`src/rtl/dac_cmd_sequencer.sv`:
```
// rtl/dac_cmd_sequencer.sv - DAC write-request FIFO with frame-paced issue to the SPI serialiser (optional refresh: DAC_REFRESH_EN)
module dac_cmd_sequencer #(
  parameter int DEPTH          = 8,
  parameter int FRAME_CYCLES   = 26,
  parameter int GAP_CYCLES     = 2,
  parameter int REFRESH_PERIOD = 25000
) (
  input  logic                     clk25,
  input  logic                     reset,
  input  logic                     wr_en,
  input  logic [3:0]               wr_cmd,
  input  logic [3:0]               wr_addr,
  input  logic [15:0]              wr_value,
  output logic                     wr_ready,
  output logic                     overflow,
  output logic [$clog2(DEPTH):0]   fifo_count,
  output logic                     busy,
  output logic [3:0]               cmd,
  output logic [3:0]               addr,
  output logic [15:0]              value,
  output logic                     send_data,
  output logic                     refresh_active
);

  localparam int AW   = $clog2(DEPTH);
  localparam int CW   = AW + 1;
  localparam int PACE = FRAME_CYCLES + GAP_CYCLES;
  localparam int PW   = $clog2(PACE + 1);

  typedef enum logic {IDLE, WAIT} state_t;

  state_t         state, state_n;
  logic [PW-1:0]  pace, pace_n;
  logic [23:0]    mem [DEPTH];
  logic [AW-1:0]  wr_ptr, rd_ptr;
  logic [CW-1:0]  count_n;
  logic [23:0]    head;
  logic           push, issue_fifo, issue_refresh;
  logic           refresh_go;
  logic [23:0]    refresh_word;

  assign push = wr_en && wr_ready;
  assign head = mem[rd_ptr];
  assign busy = (state == WAIT) || (fifo_count != '0);

  // Next state: FIFO issue has priority over refresh; WAIT counts the frame plus gap down
  always_comb begin
    state_n       = state;
    pace_n        = pace;
    issue_fifo    = 1'b0;
    issue_refresh = 1'b0;
    case (state)
      IDLE: begin
        if (fifo_count != '0) begin
          issue_fifo = 1'b1;
          state_n    = WAIT;
          pace_n     = PW'(PACE - 1);
        end else if (refresh_go) begin
          issue_refresh = 1'b1;
          state_n       = WAIT;
          pace_n        = PW'(PACE - 1);
        end
      end
      WAIT: begin
        pace_n = pace - PW'(1);
        if (pace == PW'(1)) state_n = IDLE;
      end
      default: state_n = IDLE;
    endcase
  end

  // FIFO occupancy after this cycle's push/pop; full is judged on the value at cycle start
  always_comb begin
    count_n = fifo_count;
    case ({push, issue_fifo})
      2'b10:   count_n = fifo_count + CW'(1);
      2'b01:   count_n = fifo_count - CW'(1);
      default: count_n = fifo_count;
    endcase
  end

  // FIFO storage needs no reset; occupancy is tracked by the pointers and count
  always_ff @(posedge clk25) begin
    if (push) mem[wr_ptr] <= {wr_cmd, wr_addr, wr_value};
  end

  // Control registers, FIFO pointers and the held serialiser word
  always_ff @(posedge clk25) begin
    if (reset) begin
      state      <= IDLE;
      pace       <= '0;
      wr_ptr     <= '0;
      rd_ptr     <= '0;
      fifo_count <= '0;
      wr_ready   <= 1'b1;
      overflow   <= 1'b0;
      send_data  <= 1'b0;
      cmd        <= '0;
      addr       <= '0;
      value      <= '0;
    end else begin
      state      <= state_n;
      pace       <= pace_n;
      fifo_count <= count_n;
      wr_ready   <= (count_n != CW'(DEPTH));
      overflow   <= wr_en && !wr_ready;
      send_data  <= issue_fifo || issue_refresh;
      if (push) wr_ptr <= wr_ptr + AW'(1);
      if (issue_fifo) begin
        rd_ptr <= rd_ptr + AW'(1);
        {cmd, addr, value} <= head;
      end else if (issue_refresh) begin
        {cmd, addr, value} <= refresh_word;
      end
    end
  end

`ifdef DAC_REFRESH_EN
  localparam int TW = $clog2(REFRESH_PERIOD + 1);

  logic [23:0]   shadow [8];
  logic [7:0]    shadow_valid;
  logic [2:0]    rr_ptr, rr_sel, rr_idx;
  logic          rr_found;
  logic [TW-1:0] idle_timer;
  logic          refresh_due;

  assign refresh_due  = (idle_timer == TW'(REFRESH_PERIOD - 1));
  assign refresh_go   = refresh_due && rr_found;
  assign refresh_word = shadow[rr_sel];

  // Round-robin search for the first valid shadow entry at or after rr_ptr
  always_comb begin
    rr_found = 1'b0;
    rr_sel   = rr_ptr;
    rr_idx   = rr_ptr;
    for (int i = 7; i >= 0; i--) begin
      rr_idx = rr_ptr + 3'(i);
      if (shadow_valid[rr_idx]) begin
        rr_found = 1'b1;
        rr_sel   = rr_idx;
      end
    end
  end

  // Shadow capture on FIFO issue, idle timer and refresh pointer advance
  always_ff @(posedge clk25) begin
    if (reset) begin
      shadow_valid   <= '0;
      rr_ptr         <= '0;
      idle_timer     <= '0;
      refresh_active <= 1'b0;
      for (int i = 0; i < 8; i++) shadow[i] <= '0;
    end else begin
      if (issue_fifo) begin
        shadow[head[18:16]]       <= head;
        shadow_valid[head[18:16]] <= 1'b1;
        idle_timer                <= '0;
        refresh_active            <= 1'b0;
      end else if (state == IDLE) begin
        if (refresh_due) begin
          idle_timer <= '0;
          if (rr_found) begin
            rr_ptr         <= rr_sel + 3'(1);
            refresh_active <= 1'b1;
          end
        end else begin
          idle_timer <= idle_timer + TW'(1);
        end
      end
    end
  end
`else
  assign refresh_go     = 1'b0;
  assign refresh_word   = '0;
  assign refresh_active = 1'b0;
`endif

endmodule

```
`config.mk`:
```
export PLATFORM = sky130hd
export DESIGN_NAME = dac_cmd_sequencer
export DESIGN_NICKNAME = d
export VERILOG_FILES = /design/src/rtl/dac_cmd_sequencer.sv
export SDC_FILE = /design/constraint.sdc
export NUM_CORES = 1
export LEC_CHECK = 0
export ABC_AREA = 1
export CAP_MARGIN = 20
export CORE_ASPECT_RATIO = 0.5
export CORE_UTILIZATION = 55
export CTS_BUF_LIST = sky130_fd_sc_hd__clkbuf_2
export DETAILED_ROUTE_END_ITERATION = 7
export DONT_BUFFER_PORTS = 1
export PLACE_DENSITY = 0.84
export SETUP_SLACK_MARGIN = 0.2
export SYNTH_ARGS = -nofsm -noshare
export SYNTH_HDL_FRONTEND = slang
export SYNTH_SLANG_ARGS = --single-unit
```
`constraint.sdc`:
```
create_clock -name clk25 -period 2.33 [get_ports clk25]
set_input_delay 0.466 -clock clk25 [delete_from_list [all_inputs] [get_ports clk25]]
set_output_delay 0.466 -clock clk25 [all_outputs]
set_load 0.01 [all_outputs]
```
==> results.json <==
{
  "first_pass_iters": 5,
  "ant_nets": 0,
  "synth_top_cell_area_share_pct": 62.1,
  "rsz0062_at_grt": "yes",
  "cts_root_buf": "clkbuf_2",
  "combPwrFrac_pct": 28.5,
  "ys_ff_latch": 235,
  "synth_xor_area_share_pct": 0.189,
  "avgViaCountPerCell": 5.67,
  "rr_worst_depth": 15,
  "status": "finished, final reports clean",
  "synth_area_leaders": "edfxtp_1 62%, dfxtp_1 9.3%, mux2i_1 5.2%",
  "clock_latency_ps": 760,
  "path_max_fanout": 6,
  "ys_seq_area_share_pct": 71.4,
  "drt-initial-drc-count": 543,
  "antenna_found_initial": 1,
  "period_share_pct": 87.4,
  "leakage_nw": 3.80,
  "maxCapViolations": 0,
  "drv_slew": 0,
  "relSlewSlack_pct": 44.3,
  "die_area_mm2": 0.0174,
  "ctsHtreeMaxLevel": 2,
  "syn2layout_area_growth_pct": 11.2,
  "synth_area_mm2": 0.00929,
  "grt_pass1_wl_mm": 29.1,
  "synthMuxAreaShare_pct": 5.17,
  "power_frac_seq_pct": 50.2,
  "pwr-share-clk_pct": 21.3,
  "power_density_mw_per_mm2": 1080,
  "crit_type": "flip-flop to primary output",
  "hold_path_depth": 2,
  "p_int_w": 0.00719,
  "die_x_um": 186,
  "hold_path.class": "input port to flip-flop",
  "synth_ff_type": "edfxtp_1",
  "vdd_drop_max_mv": 0.494,
  "synth_edf_count": 192,
  "cp-end-kind": "primary output",
  "wl_mm": 18.9,
  "avgSynthCellArea_um2": 13.1,
  "vias": 5905,
  "clkSlewWorstSetupHoldPaths_ps": 110,
  "syn_nets": 742,
  "skew_ps": 44.8,
  "yosys.area.top_type": "edfxtp_1",
  "critPathRequiredTime_ps": 1860,
  "clock-sinks": 235,
  "finalHoldViolCount": 0,
  "fin_nets": 808,
  "synth-compound-area-share_pct": 11.2,
  "power_switching_share_pct": 35.7,
  "synth_simple_gate_area_share_pct": 5.62,
  "setup_viol": 0,
  "clock_path_buffers": 3,
  "synth.most_common_cell": "edfxtp_1",
  "worst_pin_slew_ps": 834,
  "cts_made_buffers": 49,
  "rows": 33,
  "synthAdderAreaFrac_pct": 0.809,
  "overflow": 0,
  "arrival_ps": 1570,
  "drcViolationCount": 0,
  "grt.total_usage_pct": 22.3,
  "routabilityCongestion": 0.839,
  "core_area_mm2": 0.0164,
  "syn_inst": 709,
  "synthArstFlopShare_pct": 0,
  "initial_core_util_pct": 56.5,
  "cp_cell_sequence": "nor2_2 > nand2_2 > nor2_4 > inv_1",
  "post_synth_num_cell_types": 31,
  "start_kind": "flip-flop",
  "dieHeight_um": 93.9,
  "grt_max_degree": 53,
  "tns_ps": 0,
  "yosys-top-cells-count": "192 x edfxtp_1, 72 x inv_1, 68 x o21ai_0",
  "min_period_ps": 2040,
  "p_sw_w": 0.00399,
  "worst_path_max_delay_cell": "dfxtp_4",
  "hpwlAfterDp_mm": 11.1,
  "pin_count": 60,
  "ys_warn_count": 0,
  "critPathMaxStageDelay_ps": 400,
  "io_buffers": 0,
  "routedWlPerCell_um": 18.2,
  "max_freq_mhz": 491,
  "drive_gt1_share_pct": 16.2,
  "synth_top_family_by_area": "compound AO/OA/AOI/OAI gates",
  "finalPower_w": 0.0112,
  "grt_pass1_vias": 5706,
  "cts_tree": "built"
}
-- per-stage QoR --
step / area, um2 / instances / setup WS, ps / utilization (%) / hold slack, ps
after detailed placement: 9580 / 923 / 371 / 58.3 / 471
after CTS: 10300 / 1039 / 203 / 62.6 / 35.2
final: 10300 / 1042 / 293 / 62.8 / 65.9
after floorplan: 9300 / 709 / 46.3 / - / 448
after global placement: 9580 / 923 / 449 / 58.3 / 467
after global routing: 10300 / 1042 / 190 / 62.8 / 64.1
-- metal layers --
layer  GRT usage [%]  part of all wire (%)
met1            29.9                    41
met2            35.7                    48
met3            5.04                   9.2
met4            8.74                   2.1
met5               0                     0
-- worst max-delay path: cells and delay by family, from the launching register on --
kind / cells / cell delay (ps)
buf+inv: 1 / 100
flops: 1 / 400
simple gates: 3 / 350
-- power groups by stage --
stage	Clock, W	Combinational [W]	Sequential (W)
floorplan	0	0.00250	0.00550
global placement	0	0.00288	0.00566
detailed placement	0	0.00302	0.00569
CTS	0.00243	0.00313	0.00561
global route	0.00264	0.00354	0.00567
finish	0.00238	0.00318	0.00561
-- registers in the layout (all words and copies together) (netlist names) --
register    cells
fifo_count      4
addr            4
wr_ready        1
state           1
pace            5
cmd             4
send_data       1
value          16
wr_ptr          3
overflow        1
mem           192
rd_ptr          3
-- cells by family after synthesis --
family / count (synthesis)
AO/OA/AOI/OAI: 184
XOR/XNOR: 2
adder cells (fa/ha/maj): 6
buffers and inverters: 114
flip-flops: 235
multiplexers: 48
other: 1
AND/OR/NAND/NOR: 119
-- area by class of cell --
type	count	area (um2)
sequential	235	6640
fill	1163	6110
multi-input combinational	360	2170
timing repair buffer	55	505
clock buffer	83	415
tap	227	284
inverter	74	278
clock inverter	7	26.3
antenna	1	2.50
-- path summary, 6_finish.rpt --
kind         slack (ps)            end           from
max reg2reg         390       wr_ready  fifo_count[0]
max                 290           busy  fifo_count[0]
min reg2reg         490        pace[2]        pace[2]
min                  70  fifo_count[2]          reset
-- cells in the final DEF, fill, tap and decap left out, drive strengths merged, types with 27 or more instances in the layout --
| master | n |
|---|---|
| o211ai | 42 |
| nand2 | 50 |
| dlygate4sd3 | 27 |
| a21oi | 61 |
| clkbuf | 83 |
| buf | 28 |
| nand3 | 44 |
| dfxtp | 43 |
| inv | 74 |
| o21ai | 76 |
| edfxtp | 192 |
| mux2i | 48 |
-- timing repair --
| item | in CTS | in global routing |
|---|---|---|
| gates resized for setup | 7 | 3 |
| hold buffers | 26 | 1 |
| endpoints found under the hold margin | 200 | 2 |
| setup endpoints to repair | 1 | 2 |
| buffers inserted | 0 | 1 |
| pin swaps | 0 | 1 |
Power figures use the tool's default switching activity.
